**src/rtl/serial_byte_capture.sv**
```systemverilog
// serial_byte_capture
// Hunts a serial bit stream for a sync pattern, then captures a payload of
// DATA_W bits and one even-parity bit. A good frame loads dout and pulses
// valid; a bad frame pulses perr and leaves dout alone. Bits count only on
// clock edges where en=1.
//
// Handshake: en is a qualifier, not a handshake. There is no back-pressure.
// valid/perr are single-cycle pulses in the cycle after the parity bit is
// consumed, and the consumer must sample them in that cycle.
module serial_byte_capture #(
    parameter int               DATA_W = 8,
    parameter int               SYNC_W = 4,
    parameter logic [SYNC_W-1:0] SYNC  = 4'b1011
) (
    input  logic              c,
    input  logic              rst_n,
    input  logic              din,
    input  logic              en,
    output logic [DATA_W-1:0] dout,
    output logic              valid,
    output logic              perr,
    output logic              busy,
    output logic [1:0]        dbg_state_o
);

    localparam int FILL_W = $clog2(SYNC_W + 1);
    localparam int CNT_W  = $clog2(DATA_W + 1);

    localparam logic [FILL_W-1:0] FILL_FULL = FILL_W'(SYNC_W);
    localparam logic [CNT_W-1:0]  CNT_LAST  = CNT_W'(DATA_W - 1);

    typedef enum logic [1:0] {
        ST_HUNT = 2'd0,
        ST_DATA = 2'd1,
        ST_PAR  = 2'd2
    } state_t;

    state_t              state_q, state_d;
    logic [SYNC_W-1:0]   win_q,   win_d;
    logic [FILL_W-1:0]   fill_q,  fill_d;
    logic [CNT_W-1:0]    cnt_q,   cnt_d;
    logic [DATA_W-1:0]   pay_q,   pay_d;
    logic [DATA_W-1:0]   dout_q,  dout_d;
    logic                valid_q, valid_d;
    logic                perr_q,  perr_d;

    // Window and fill as they would be after consuming the current bit.
    logic [SYNC_W-1:0]   win_next;
    logic [FILL_W-1:0]   fill_next;
    logic                sync_hit;
    logic                par_ok;

    // Look-ahead for the sync compare: the match must include the current bit.
    always_comb begin
        win_next  = {win_q[SYNC_W-2:0], din};
        fill_next = (fill_q == FILL_FULL) ? fill_q : fill_q + FILL_W'(1);
        sync_hit  = (win_next == SYNC) && (fill_next == FILL_FULL);
        // Even parity: XOR of payload and parity bit must be zero.
        par_ok    = ~(^pay_q ^ din);
    end

    // State register.
    always_ff @(posedge c or negedge rst_n) begin
        if (!rst_n) begin
            state_q <= ST_HUNT;
        end else begin
            state_q <= state_d;
        end
    end

    // Next-state logic; en=0 holds the current state.
    always_comb begin
        state_d = state_q;
        if (en) begin
            unique case (state_q)
                ST_HUNT: if (sync_hit)           state_d = ST_DATA;
                ST_DATA: if (cnt_q == CNT_LAST)  state_d = ST_PAR;
                ST_PAR:                          state_d = ST_HUNT;
                default:                         state_d = ST_HUNT;
            endcase
        end
    end

    // Datapath next values: window/fill, payload shift/count, result pulses.
    always_comb begin
        win_d   = win_q;
        fill_d  = fill_q;
        cnt_d   = cnt_q;
        pay_d   = pay_q;
        dout_d  = dout_q;
        // Pulses drop on every edge unless re-armed by a parity decision.
        valid_d = 1'b0;
        perr_d  = 1'b0;
        if (en) begin
            unique case (state_q)
                ST_HUNT: begin
                    win_d  = win_next;
                    fill_d = fill_next;
                    cnt_d  = '0;
                end
                ST_DATA: begin
                    pay_d = {pay_q[DATA_W-2:0], din};
                    cnt_d = cnt_q + CNT_W'(1);
                end
                ST_PAR: begin
                    if (par_ok) begin
                        dout_d  = pay_q;
                        valid_d = 1'b1;
                    end else begin
                        perr_d  = 1'b1;
                    end
                    // Start the next hunt from an empty window so that payload
                    // and parity bits cannot form part of the next sync.
                    win_d  = '0;
                    fill_d = '0;
                    cnt_d  = '0;
                end
                default: begin
                    win_d  = '0;
                    fill_d = '0;
                    cnt_d  = '0;
                end
            endcase
        end
    end

    // Datapath registers.
    always_ff @(posedge c or negedge rst_n) begin
        if (!rst_n) begin
            win_q   <= '0;
            fill_q  <= '0;
            cnt_q   <= '0;
            pay_q   <= '0;
            dout_q  <= '0;
            valid_q <= 1'b0;
            perr_q  <= 1'b0;
        end else begin
            win_q   <= win_d;
            fill_q  <= fill_d;
            cnt_q   <= cnt_d;
            pay_q   <= pay_d;
            dout_q  <= dout_d;
            valid_q <= valid_d;
            perr_q  <= perr_d;
        end
    end

    // Output decode from registered state.
    always_comb begin
        dout        = dout_q;
        valid       = valid_q;
        perr        = perr_q;
        busy        = (state_q != ST_HUNT);
        dbg_state_o = state_q;
    end

endmodule

```
**config.mk**
```make
export PLATFORM = sky130hd
export DESIGN_NAME = serial_byte_capture
export DESIGN_NICKNAME = d
export VERILOG_FILES = /design/src/rtl/serial_byte_capture.sv
export SDC_FILE = /design/constraint.sdc
export NUM_CORES = 1
export LEC_CHECK = 0
export CORE_MARGIN = 1
export CORE_UTILIZATION = 50
export CTS_CLUSTER_DIAMETER = 100
export DETAILED_ROUTE_END_ITERATION = 8
export DONT_BUFFER_PORTS = 1
export MAX_ROUTING_LAYER = met4
export PLACE_DENSITY = 0.74
export RECOVER_POWER = 100
export SLEW_MARGIN = 10
export SYNTH_ARGS = -nofsm -noshare
export SYNTH_HDL_FRONTEND = slang
export SYNTH_SLANG_ARGS = --single-unit
```
**constraint.sdc**
```tcl
create_clock -name c -period 2.2 [get_ports c]
set_input_delay 0.22 -clock c [delete_from_list [all_inputs] [get_ports c]]
set_output_delay 0.22 -clock c [all_outputs]
set_load 0.01 [all_outputs]
```
After elaboration in Yosys (flattened, before gate mapping)
Cells that the tools add are included.
{ "word_totals": {"reg_bits": 30, "in_bits": 4, "out_inout_bits": 13, "wordCells": 42} }
{ "classes": {"addsub": 2, "n_eq_ne": 8, "muxes": 13, "bitwise": 3, "n_reduce_logical": 8} }
{ "ops": {"columns": ["operator", "n"], "rows": [
  ["$pmux 3 s2", 2],
  ["$reduce_xor 8->1", 1],
  ["$eq 3x3->1 const B", 2],
  ["$mux 1", 6],
  ["$reduce_and 3->1", 2],
  ["$add 4x1->4 const B", 1],
  ["$eq 4x3->1 const B", 1],
  ["$eq 4x4->1 const B", 1],
  ["$mux 2", 2],
  ["$mux 4", 1],
  ["$ne 2x2->1 const B", 2],
  ["$pmux 2 s2", 1],
  ["$reduce_and 2->1", 2],
  ["$add 3x1->3 const B", 1],
  ["$mux 3", 1],
  ["$eq 2x1->1 const B", 1],
  ["$eq 2x2->1 const B", 1],
  ["$logic_not 2->1", 1],
  ["$not 1->1", 2],
  ["$reduce_bool 2->1", 1],
  ["$logic_and 1x1->1", 1],
  ["$xor 1x1->1", 1]
]} }

Logic depth before layout (Yosys ltp)
Gate-level depths: netlist (run 1).
{ "logic_depth": {"depth_word": 6, "mapped_depth": 6, "ltp_nobuf": 6} }

Least setup slack after synthesis (run 1)
No wires, ideal clock.
{ "synth_path": {"kind": "register to register", "startpoint": "register pay_q[3]", "endpoint": "register dout_q[0] (netlist: dout[0])", "setup_ps": 125, "t_arrival_ps": 1684, "setup_slack_ps": 392, "stages_incl_launch_ff": 5, "path_buffers": 0, "period_less_slack_ps": 1808, "cell_sequence": "dfrtp_1 > xor2_1 > xnor3_2 > mux2i_4 > mux2_2"} }
{ "synth_between": {"elab_chain_cells": 4} }
{ "synth_lines": {"columns": ["element", "line", "rtl"], "rows": [
  ["start, declared", "42", "logic [DATA_W-1:0] pay_q, pay_d;"],
  ["start signal, assigned", "141", "pay_q <= pay_d;"],
  ["$reduce_xor 8->1", "59", "par_ok = ~(^pay_q ^ din);"],
  ["$xor 1x1->1", "59", null],
  ["$not 1->1 (no line)", null, null],
  ["$reduce_and 3->1 (no line)", null, null],
  ["end signal, assigned", "142", "dout_q <= dout_d;"],
  ["end, declared", "43", "logic [DATA_W-1:0] dout_q, dout_d;"]
]} }
No other way between the ends.
A chain may end at the register's enable or synchronous reset.

Worst setup path in the final report (run 1)
{ "layout_path": {"startpoint": "register pay_q[3]", "endpoint": "register dout_q[3] (netlist: dout[3])"} }
{ "layout_between": {"elab_chain_cells": 4} }
{ "layout_lines": {"columns": ["element", "line"], "rows": [
  ["$reduce_xor 8->1", "59"],
  ["$xor 1x1->1", "59"],
  ["$not 1->1 (no line)", null],
  ["$reduce_and 3->1 (no line)", null]
]} }
Several ways; a longest one is shown, not always the timed one.

==> results by group, run 1 <==
Critical path
  • Startpoint types: register
  • RR Endpoint: dout[3]
  • Flop2flop setup slack: about 0.21 ns
  • Reg2reg start: pay_q[3]
  • Slowest stage delay, CP: 0.47 ns
  • Cell Chain, Critical Path: xor2_1, xnor3_1, mux2i_4, mux2_2
  • Path depth of the worst reg2reg path: 4
  • CP Max Fanout: 9
  • WS Path Type: register to register
  • Req. time, crit path: 2.43 ns
  • CP max-delay cell: xnor3_1
  • CP Capture Type: register
  • Crit path DAT: roughly 2.2 ns

STA
  • Fin Setup TNS: 0 ns
  • Minimum clock period: between 1.5 and 2 ns
  • Final Cycle Share: between 90 and 100%
  • Fin worst setup slack: about 0.21 ns
  • Worst slew pin tran: 1.574 ns
  • Final hold violations: 0
  • Hold_ws: approximately 0.031 ns
  • Max_slew headroom: -4.902%
  • RSZ-0062 raised after global routing: false
  • Max Fclk: a little over 500 MHz
  • Clk_skew: 0.008386 ns
  • Max Slew Vio Count: 31
  • Setup-failing EPs final: 0

Detailed routing
  • Post-Route WL: ~2400 µm
  • DR vias: approximately 920
  • DR iter-0 viols: 30
  • Drt drc: 0
  • Vias/cell: approximately 5.7
  • Pre-antenna DRT Iters: 4
  • Remaining antenna violation count: 0
  • DR WL/cell: roughly 15 µm

Worst hold path
  • Min-Delay Startpoint: en
  • Hold depth: 1
  • Hold EP: fill_q[0]
  • Hold Path Class: primary input to register

Layout
  • Antenna cells: 0
  • Layout area overhead: 11.29%
  • Layout cells sized above 1: between 20% and 30%
  • Final Instance Count excl. Fillers: 160
  • Nets: approximately 140
  • # fillers: between 200 and 250

Floorplan
  • Chip Height: roughly 55 µm
  • DIE WIDTH: 55.27 µm
  • Initial core utilization: a little under three fifths
  • Row cnt: 18
  • Core box area: 2567 µm²
  • I/O pin total: 17
  • Die area: 3055 µm²

Logic synthesis
  • Post-Synthesis Cells: between 100 and 150
  • FF+latch count, synth: 30
  • Synth Cell Area: about 1400 µm²
  • Seq/Total Area, Yosys: 52.91%
  • Synthesized Nets: about 130
  • Syn Area/Cell: ~12 µm²
  • Synthesis Warnings: 0
  • Yosys cell types: 27

Clock network
  • Clk root buf: clkbuf_4
  • Total CTS buffers: 5
  • Clk Latency, worst-skew pair: around 0.34 ns
  • Worst-path clk slew: around 0.10 ns
  • H-tree levels: 2
  • CTS max path bufs: 2
  • CTS tree: yes
  • CTS resizes: 0
  • Clk sinks: 30
  • Setup bufs post-CTS: 0

Placed design
  • Hpwl dp: approximately 1600 µm
  • Pre-CTS WS: ~0.26 ns
  • Port bufs: 0
  • Dpl cells: 149
  • GPL Wtd Cong: ~0.75

Outcome
  • Status: finished with violations
  • Failing checks: capacitance limit, slew limit

Power
  • Max VDD drop: about 880 µV
  • Pwr Total: between 1 and 1.5 mW
  • Lkg Pwr: 0.7833 nW
  • Pwr dens: between 900 and 1000 nW/µm²

Global routing
  • GRT Total Usage: around a fifth
  • Largest net degree at the start of global routing: 31
  • First-pass GRT wire length: 4298 µm
  • Number of antenna violations at the first check in global routing: 0
  • Vias in the first global route: 879
  • Grt ovf: 0

Run
  • Max Cap Violations: 1
==> layout by cell type, fill, tap and decap left out, types with 3 or more instances in the layout <==
master,n
a21oi_1,7
clkbuf_1,3
clkbuf_4,5
dfrtp_1,30
ha_1,3
inv_1,11
mux2_2,17
nand2_1,6
nand2b_1,3
nor2_1,8
o21ai_0,4
o22ai_1,7
xnor2_1,4
==> routing by layer <==
metal | vias to the layer above | global-route usage (%) | share of wire (%)
li1 | 435 | - | -
met1 | 457 | 25.12 | 48
met2 | 16 | 26.68 | 45
met3 | 7 | 5.621 | 4.0
met4 | 0 | 12.14 | 2.9
met5 | - | - | 0
==> what timing repair did <==
item                       in CTS  in global routing
hold buffers                    3                  0
setup endpoints to repair       0                  0
hold endpoints to repair       38                  0
==> state kept, by name (all words and copies together) (netlist names) <==
register and flops:
fill_q 3, dbg_state_o 2, cnt_q 4, valid 1, perr 1, pay_q 8, dout 8, win_q 3
==> worst max-delay path: cells and delay by family, from the launching register on <==
kind | cells | cell delay [ns]
mux | 2 | 0.81
flops | 1 | 0.43
xor+xnor | 2 | 0.64
==> how the worst max path moves through the flow <==
stage	slack, ns	to	startpoint	cells after the start
4_1_cts	0.24	dout[3]	pay_q[3]	4
3_3_place_gp	0.30	dout[7]	pay_q[3]	4
3_5_place_dp	0.26	dout[3]	pay_q[3]	4
6_report	0.21	dout[3]	pay_q[3]	4
2_1_floorplan	0.39	dout[0]	pay_q[3]	4
5_1_grt	0.09	pay_q[0]	rst_n	2
==> cells by family after synthesis <==
group | Yosys count | synth area share, %
simple gates | 28 | 10.49
mux | 19 | 15.78
compound gates | 19 | 7.584
fa+ha+maj | 3 | 2.646
xor+xnor | 7 | 6.349
buf+inv | 16 | 4.233
flops | 30 | 52.91
==> power breakdown <==
| part | total (mW) | internal, mW | switching (mW) | leakage [nW] |
|---|---|---|---|---|
| Combinational | 0.214 | 0.102 | 0.112 | 0.316 |
| Clock | 0.592 | 0.385 | 0.207 | 0.0585 |
| Sequential | 0.633 | 0.595 | 0.0378 | 0.409 |
| Total | 1.44 | 1.08 | 0.357 | 0.783 |
==> final cells by class <==
type                            count  area (µm²)  share of cell area, %
Clock inverter                      2       60.06                  3.803
Multi-Input combinational cell     76       606.8                  38.43
Clock buffer                        6       51.30                  3.249
Tap cell                           30       37.54                  2.377
Inverter                           11       41.29                  2.615
Timing Repair Buffer                5       31.28                  1.981
Sequential cell                    30       750.7                  47.54
==> synthesized netlist by cell type, drive strengths merged <==
cell type | number | area share, %
dfrtp | 30 | 53
mux2 | 17 | 13
inv | 11 | 2.9
nor2 | 8 | 2.1
a21oi | 7 | 2.5
o22ai | 7 | 3.1
nand2 | 6 | 1.6
clkbuf | 5 | 1.3
o21ai | 4 | 1.4
xnor2 | 4 | 2.5
ha | 3 | 2.6
nand2b | 3 | 1.3
mux2i | 2 | 2.3
nand3b | 2 | 1.1
nor3b | 2 | 1.1
xnor3 | 2 | 3.3
a31o | 1 | 0.62
and3 | 1 | 0.44
and3b | 1 | 0.62
nand3 | 1 | 0.35
nand4 | 1 | 0.44
nor2b | 1 | 0.44
nor4 | 1 | 0.44
nor4b | 1 | 0.62
xor2 | 1 | 0.62
==> metrics by stage <==
stage	area (µm²)	util, %
after floorplan	1419	-
after global placement	1453	56.58
after detailed placement	1453	56.58
after CTS	1604	62.48
after global routing	1579	61.50
final	1579	61.50
No activity file was read; power rests on OpenSTA's default activity.
==> inputs of run 2 (changes only) <==
CORE_UTILIZATION = 60   (was 50)
PLACE_DENSITY = 0.72   (was 0.74)
==> results by group, run 2 (synthesis gave the netlist of run 1 again) <==
Layout
  • Commonest non-fill, non-tap cells in the layout: 30 x dfrtp_1, 17 x mux2_2, 11 x inv_1
  • Area occupied by multi-input gates: 606.8 µm²
  • Most common cell after layout, fill and taps aside: dfrtp_1
  • Core Util, Final: 68.10%
  • Layout cells sized above 1: 18.75%
  • Layout area overhead: 6.172%
  • Nets: between 100 and 150
  • # fillers: roughly 180
  • Antenna cells: 0
  • Reg area: 750.7 µm²

Power
  • Seq pwr share: 55.6%
  • Combinational share of power: between 10% and 20%
  • Psw: 329.0 µW
  • Max VDD drop: ~450 µV
  • Clock network fraction of total power: approximately 25%
  • Pwr Total: 1.146 mW
  • Pwr dens: approximately 760 nW/µm²
  • Sw frac: around 29%
  • Lkg Pwr: 0.7491 nW
  • Pint: 817.3 µW

Critical path
  • CP Max Fanout: 9
  • Req. time, crit path: about 2.4 ns
  • Slowest stage delay, CP: 0.47 ns
  • Cell Chain, Critical Path: xor2_1, xnor3_1, mux2i_4, mux2_2
  • WS Path Type: register to register
  • Crit path DAT: 2.20 ns
  • CP bufs+invs: 0
  • CP max-delay cell: xnor3_1
  • Startpoint types: register
  • Kind of cell adding the most delay to the critical path: multiplexers
  • CP Capture Type: register

Clock network
  • Clk Latency, worst-skew pair: ~0.32 ns
  • Clk root buf: clkbuf_4
  • Worst-path clk slew: about 0.09 ns
  • CTS resizes: 0
  • Total CTS buffers: 5
  • CTS tree: yes
  • CTS max path bufs: 2
  • Clk sinks: 30
  • Setup bufs post-CTS: 0
  • H-tree levels: 2

Floorplan
  • Row cnt: 17
  • Chip Height: slightly above 50 µm
  • Core box area: 2212 µm²
  • DIE WIDTH: approximately 51 µm
  • I/O pin total: 17
  • Die area: between 2000 and 3000 µm²
  • Initial core utilization: between 60% and 70%

Worst hold path
  • Hold Path Class: primary input to register

Placed design
  • Port bufs: 0
  • Pre-CTS WS: 0.2508 ns
  • Hpwl dp: around 1700 µm
  • GPL Wtd Cong: roughly 0.77

Run
  • Max Cap Violations: 1

STA
  • Fin Setup TNS: 0 ns
  • Fin worst setup slack: about 0.21 ns
  • Clk_skew: slightly below 0.008 ns
  • Minimum clock period: approximately 2 ns
  • Max Fclk: 502.3 MHz
  • Final hold violations: 0
  • RSZ-0062 raised after global routing: false
  • Max Slew Vio Count: 31
  • Setup-failing EPs final: 0
  • Max_slew headroom: -5.773%
  • Hold_ws: approximately 0.047 ns
  • Final Cycle Share: around nine tenths
  • Worst slew pin tran: about 1.6 ns

Outcome
  • Status: finished with violations
  • Failing checks: capacitance limit, slew limit

Detailed routing
  • Vias/cell: around 6
  • DR vias: slightly above 900
  • Post-Route WL: about 2400 µm
  • DR iter-0 viols: 28
  • Remaining antenna violation count: 0
  • Drt drc: 0
  • DR WL/cell: between 15 and 20 µm
  • Pre-antenna DRT Iters: 4

Global routing
  • Grt ovf: 0
  • Number of antenna violations at the first check in global routing: 0
  • Largest net degree at the start of global routing: 31
  • Vias in the first global route: between 900 and 1k
  • GRT Total Usage: 24.40%
  • First-pass GRT wire length: roughly 4200 µm
[run 2: changes by cell type in the layout (fill, tap and decap cells not counted), sizes merged]
cell,previous run,this run
bufinv,2,0
[run 2: power groups by stage]
stage | Sequential, mW | Combinational (mW) | Clock, mW
final | 0.637 | 0.218 | 0.290
after global routing | 0.644 | 0.254 | 0.322
after CTS | 0.637 | 0.225 | 0.301
after detailed placement | 0.648 | 0.204 | 0
after global placement | 0.643 | 0.191 | 0
after floorplan | 0.636 | 0.176 | 0
[run 2: final cells by class]
type                    instances  area share (%)
inverters                      11           2.741
flip-flops and latches         30           49.83
well taps                      28           2.326
repair buffers                  4           1.827
multi-input cells              76           40.28
clock buffers                   7           2.990
[run 2: layer usage]
layer	track usage, %	part of all wire, %	vias to the layer above
met5	-	0	-
met3	10.30	6.7	5
met4	12.50	2.1	0
met2	36.00	47	26
met1	28.40	44	446
li1	-	-	434
[run 2: worst paths after layout]
| check | depth (start not counted) | start | slack, ns | to |
|---|---|---|---|---|
| max | 4 | pay_q[2] | 0.21 | dout[0] |
| max reg2reg | 4 | pay_q[2] | 0.21 | dout[0] |
| min in group asynchronous | 2 | rst_n | 0.83 | win_q[1] |
| min | 1 | din | 0.05 | pay_q[0] |
| min reg2reg | 1 | cnt_q[0] | 0.54 | cnt_q[0] |
| max in group asynchronous | 2 | rst_n | 0.44 | dout[2] |
[run 2: through the flow]
| step | area, µm² | std cells |
|---|---|---|
| 2_1_floorplan | 1419 | 122 |
| 3_3_place_gp | 1443 | 146 |
| 3_5_place_dp | 1443 | 146 |
| 4_1_cts | 1528 | 156 |
| 5_1_grt | 1506 | 156 |
| 6_report | 1506 | 156 |
[run 2: what timing repair did]
action	in CTS	in global routing
endpoints found under the hold margin	38	0
endpoints found under the setup margin	0	0
hold buffers	3	0
==> inputs of run 3 (changes only) <==
--- a/config.mk
+++ b/config.mk
@@ -9,2 +9,3 @@
 export CORE_UTILIZATION = 60
+export CTS_BUF_LIST = sky130_fd_sc_hd__clkbuf_8
 export CTS_CLUSTER_DIAMETER = 100
==> constraint.sdc (replaced) <==
create_clock -name c -period 2.2 [get_ports c]
set_input_delay 0.33 -clock c [delete_from_list [all_inputs] [get_ports c]]
set_output_delay 0.33 -clock c [all_outputs]
set_load 0.01 [all_outputs]
==> results by group, run 3 (synthesis gave the netlist of run 1 again) <==
Power
  • Psw: between 300 and 400 µW
  • Clock network fraction of total power: between 30 and 40%
  • Max VDD drop: between 500 and 600 µV
  • Seq pwr share: between 50% and 60%
  • Sw frac: about 27%
  • Combinational share of power: between 10% and 20%
  • Pwr dens: a little over 800 nW/µm²
  • Pwr Total: 1.246 mW
  • Pint: a little over 900 µW
  • Lkg Pwr: approximately 0.78 nW

Critical path
  • Req. time, crit path: 2.36 ns
  • Flop2flop setup slack: 0.21 ns
  • Slowest stage delay, CP: roughly 0.47 ns
  • CP Capture Type: register
  • CP max-delay cell: xnor3_1
  • Crit path DAT: ~2.2 ns
  • WS Path Type: register to register
  • Cell Chain, Critical Path: xor2_1, xnor3_1, mux2i_4, mux2_2
  • CP Max Fanout: 9
  • Startpoint types: register

Detailed routing
  • DR WL/cell: roughly 16 µm
  • Vias/cell: 5.826
  • Drt drc: 0
  • Remaining antenna violation count: 0
  • DR vias: 903
  • Post-Route WL: about 2400 µm
  • DR iter-0 viols: 35
  • Pre-antenna DRT Iters: 4

STA
  • Fin Setup TNS: 0 ns
  • Final hold violations: 0
  • Max Fclk: 502.5 MHz
  • Final Cycle Share: between 90% and 100%
  • Hold_ws: 0.1544 ns
  • Clk_skew: roughly 0.0038 ns
  • Max_slew headroom: 13.02%
  • Minimum clock period: between 1.5 and 2 ns
  • Setup-failing EPs final: 0
  • Worst slew pin tran: between 1 and 1.5 ns
  • Max Slew Vio Count: 0
  • RSZ-0062 raised after global routing: false

Clock network
  • Worst-path clk slew: 0.06 ns
  • CTS resizes: 0
  • CTS max path bufs: 2
  • Total CTS buffers: 5
  • Clk root buf: clkbuf_8
  • CTS tree: yes
  • Clk Latency, worst-skew pair: 0.27 ns
  • Clk sinks: 30
  • H-tree levels: 2
  • Setup bufs post-CTS: 0

Floorplan
  • Die area: between 2000 and 3000 µm²
  • Chip Height: roughly 51 µm
  • Row cnt: 17
  • DIE WIDTH: 50.63 µm
  • Initial core utilization: 64.14%
  • I/O pin total: 17
  • Core box area: about 2200 µm²

Layout
  • Antenna cells: 0
  • Most common cell after layout, fill and taps aside: dfrtp_1
  • Layout area overhead: 8.289%
  • Nets: 134
  • Layout cells sized above 1: a little under a fifth
  • Commonest non-fill, non-tap cells in the layout: 30 x dfrtp_1, 17 x mux2_2, 13 x inv_1

Global routing
  • First-pass GRT wire length: approximately 4200 µm
  • GRT Total Usage: between 20% and 30%
  • Grt ovf: 0
  • Largest net degree at the start of global routing: 31
  • Number of antenna violations at the first check in global routing: 0
  • Vias in the first global route: ~900

Placed design
  • GPL Wtd Cong: between 0.7 and 0.8
  • Port bufs: 0
  • Hpwl dp: around 1700 µm

Run
  • Max Cap Violations: 0

Outcome
  • Status: completed

Worst hold path
  • Hold Path Class: primary input to register
## run 3: changes by cell type in the layout (fill, tap and decap cells not counted), sizes merged
cell / before / now
dlygate4sd3: 2 / 1
dlymetal6s4s: 0 / 1
inv: 11 / 13
clkbuf: 9 / 6
## run 3: path summary, 6_finish.rpt
path                       startpoint       end  cells past startpoint
setup / recovery             pay_q[3]   dout[0]                      4
hold / removal                     en  win_q[1]                      1
min in group asynchronous       rst_n      perr                      2
hold reg to reg              cnt_q[0]  cnt_q[0]                      1
setup reg to reg             pay_q[3]   dout[0]                      4
max in group asynchronous       rst_n  pay_q[6]                      2
## run 3: metrics by stage
stage | utilization (%) | area, µm² | setup WS (ns) | instances
detailed placement | 65.21 | 1443 | 0.2508 | 146
global placement | 65.21 | 1443 | 0.3078 | 146
global route | 69.46 | 1536 | 0.1009 | 155
CTS | 70.02 | 1549 | 0.2438 | 155
finish | 69.46 | 1536 | 0.2100 | 155
floorplan | - | 1419 | 0.3917 | 122
## run 3: timing repair
item                                    4_1_cts  5_1_grt
endpoints found under the hold margin        30        0
endpoints found under the setup margin        0        0
hold buffers                                  2        0
## run 3: cell type report
type	instances	area, µm²
Clock buffer	5	68.82
Clock inverter	2	7.507
Fill cell	169	675.6
Inverter	11	41.29
Multi-Input combinational cell	76	606.8
Sequential cell	30	750.7
Tap cell	28	35.03
Timing Repair Buffer	3	26.28
## run 3: power by group through the flow
stage	sequential, mW	clock (mW)	combinational [mW]
2_1_floorplan	0.636	0	0.176
3_3_place_gp	0.643	0	0.191
3_5_place_dp	0.648	0	0.204
4_1_cts	0.638	0.398	0.222
5_1_grt	0.645	0.420	0.256
6_report	0.638	0.386	0.222
## run 3: metal layers
| layer | wire [µm] | track usage (%) | vias up |
|---|---|---|---|
| met5 | 0 | - | - |
| met4 | 78 | 16.20 | 0 |
| met3 | 132 | 7.576 | 9 |
| met2 | 1171 | 36.44 | 24 |
| met1 | 1049 | 26.75 | 439 |
| li1 | - | - | 431 |
## run 3: worst max-delay path, delay by kind of cell (launching register included)
kind / cells / cell delay, ns
DFF: 1 / 0.41
xor gates and xnor gates: 2 / 0.64
muxes: 2 / 0.82
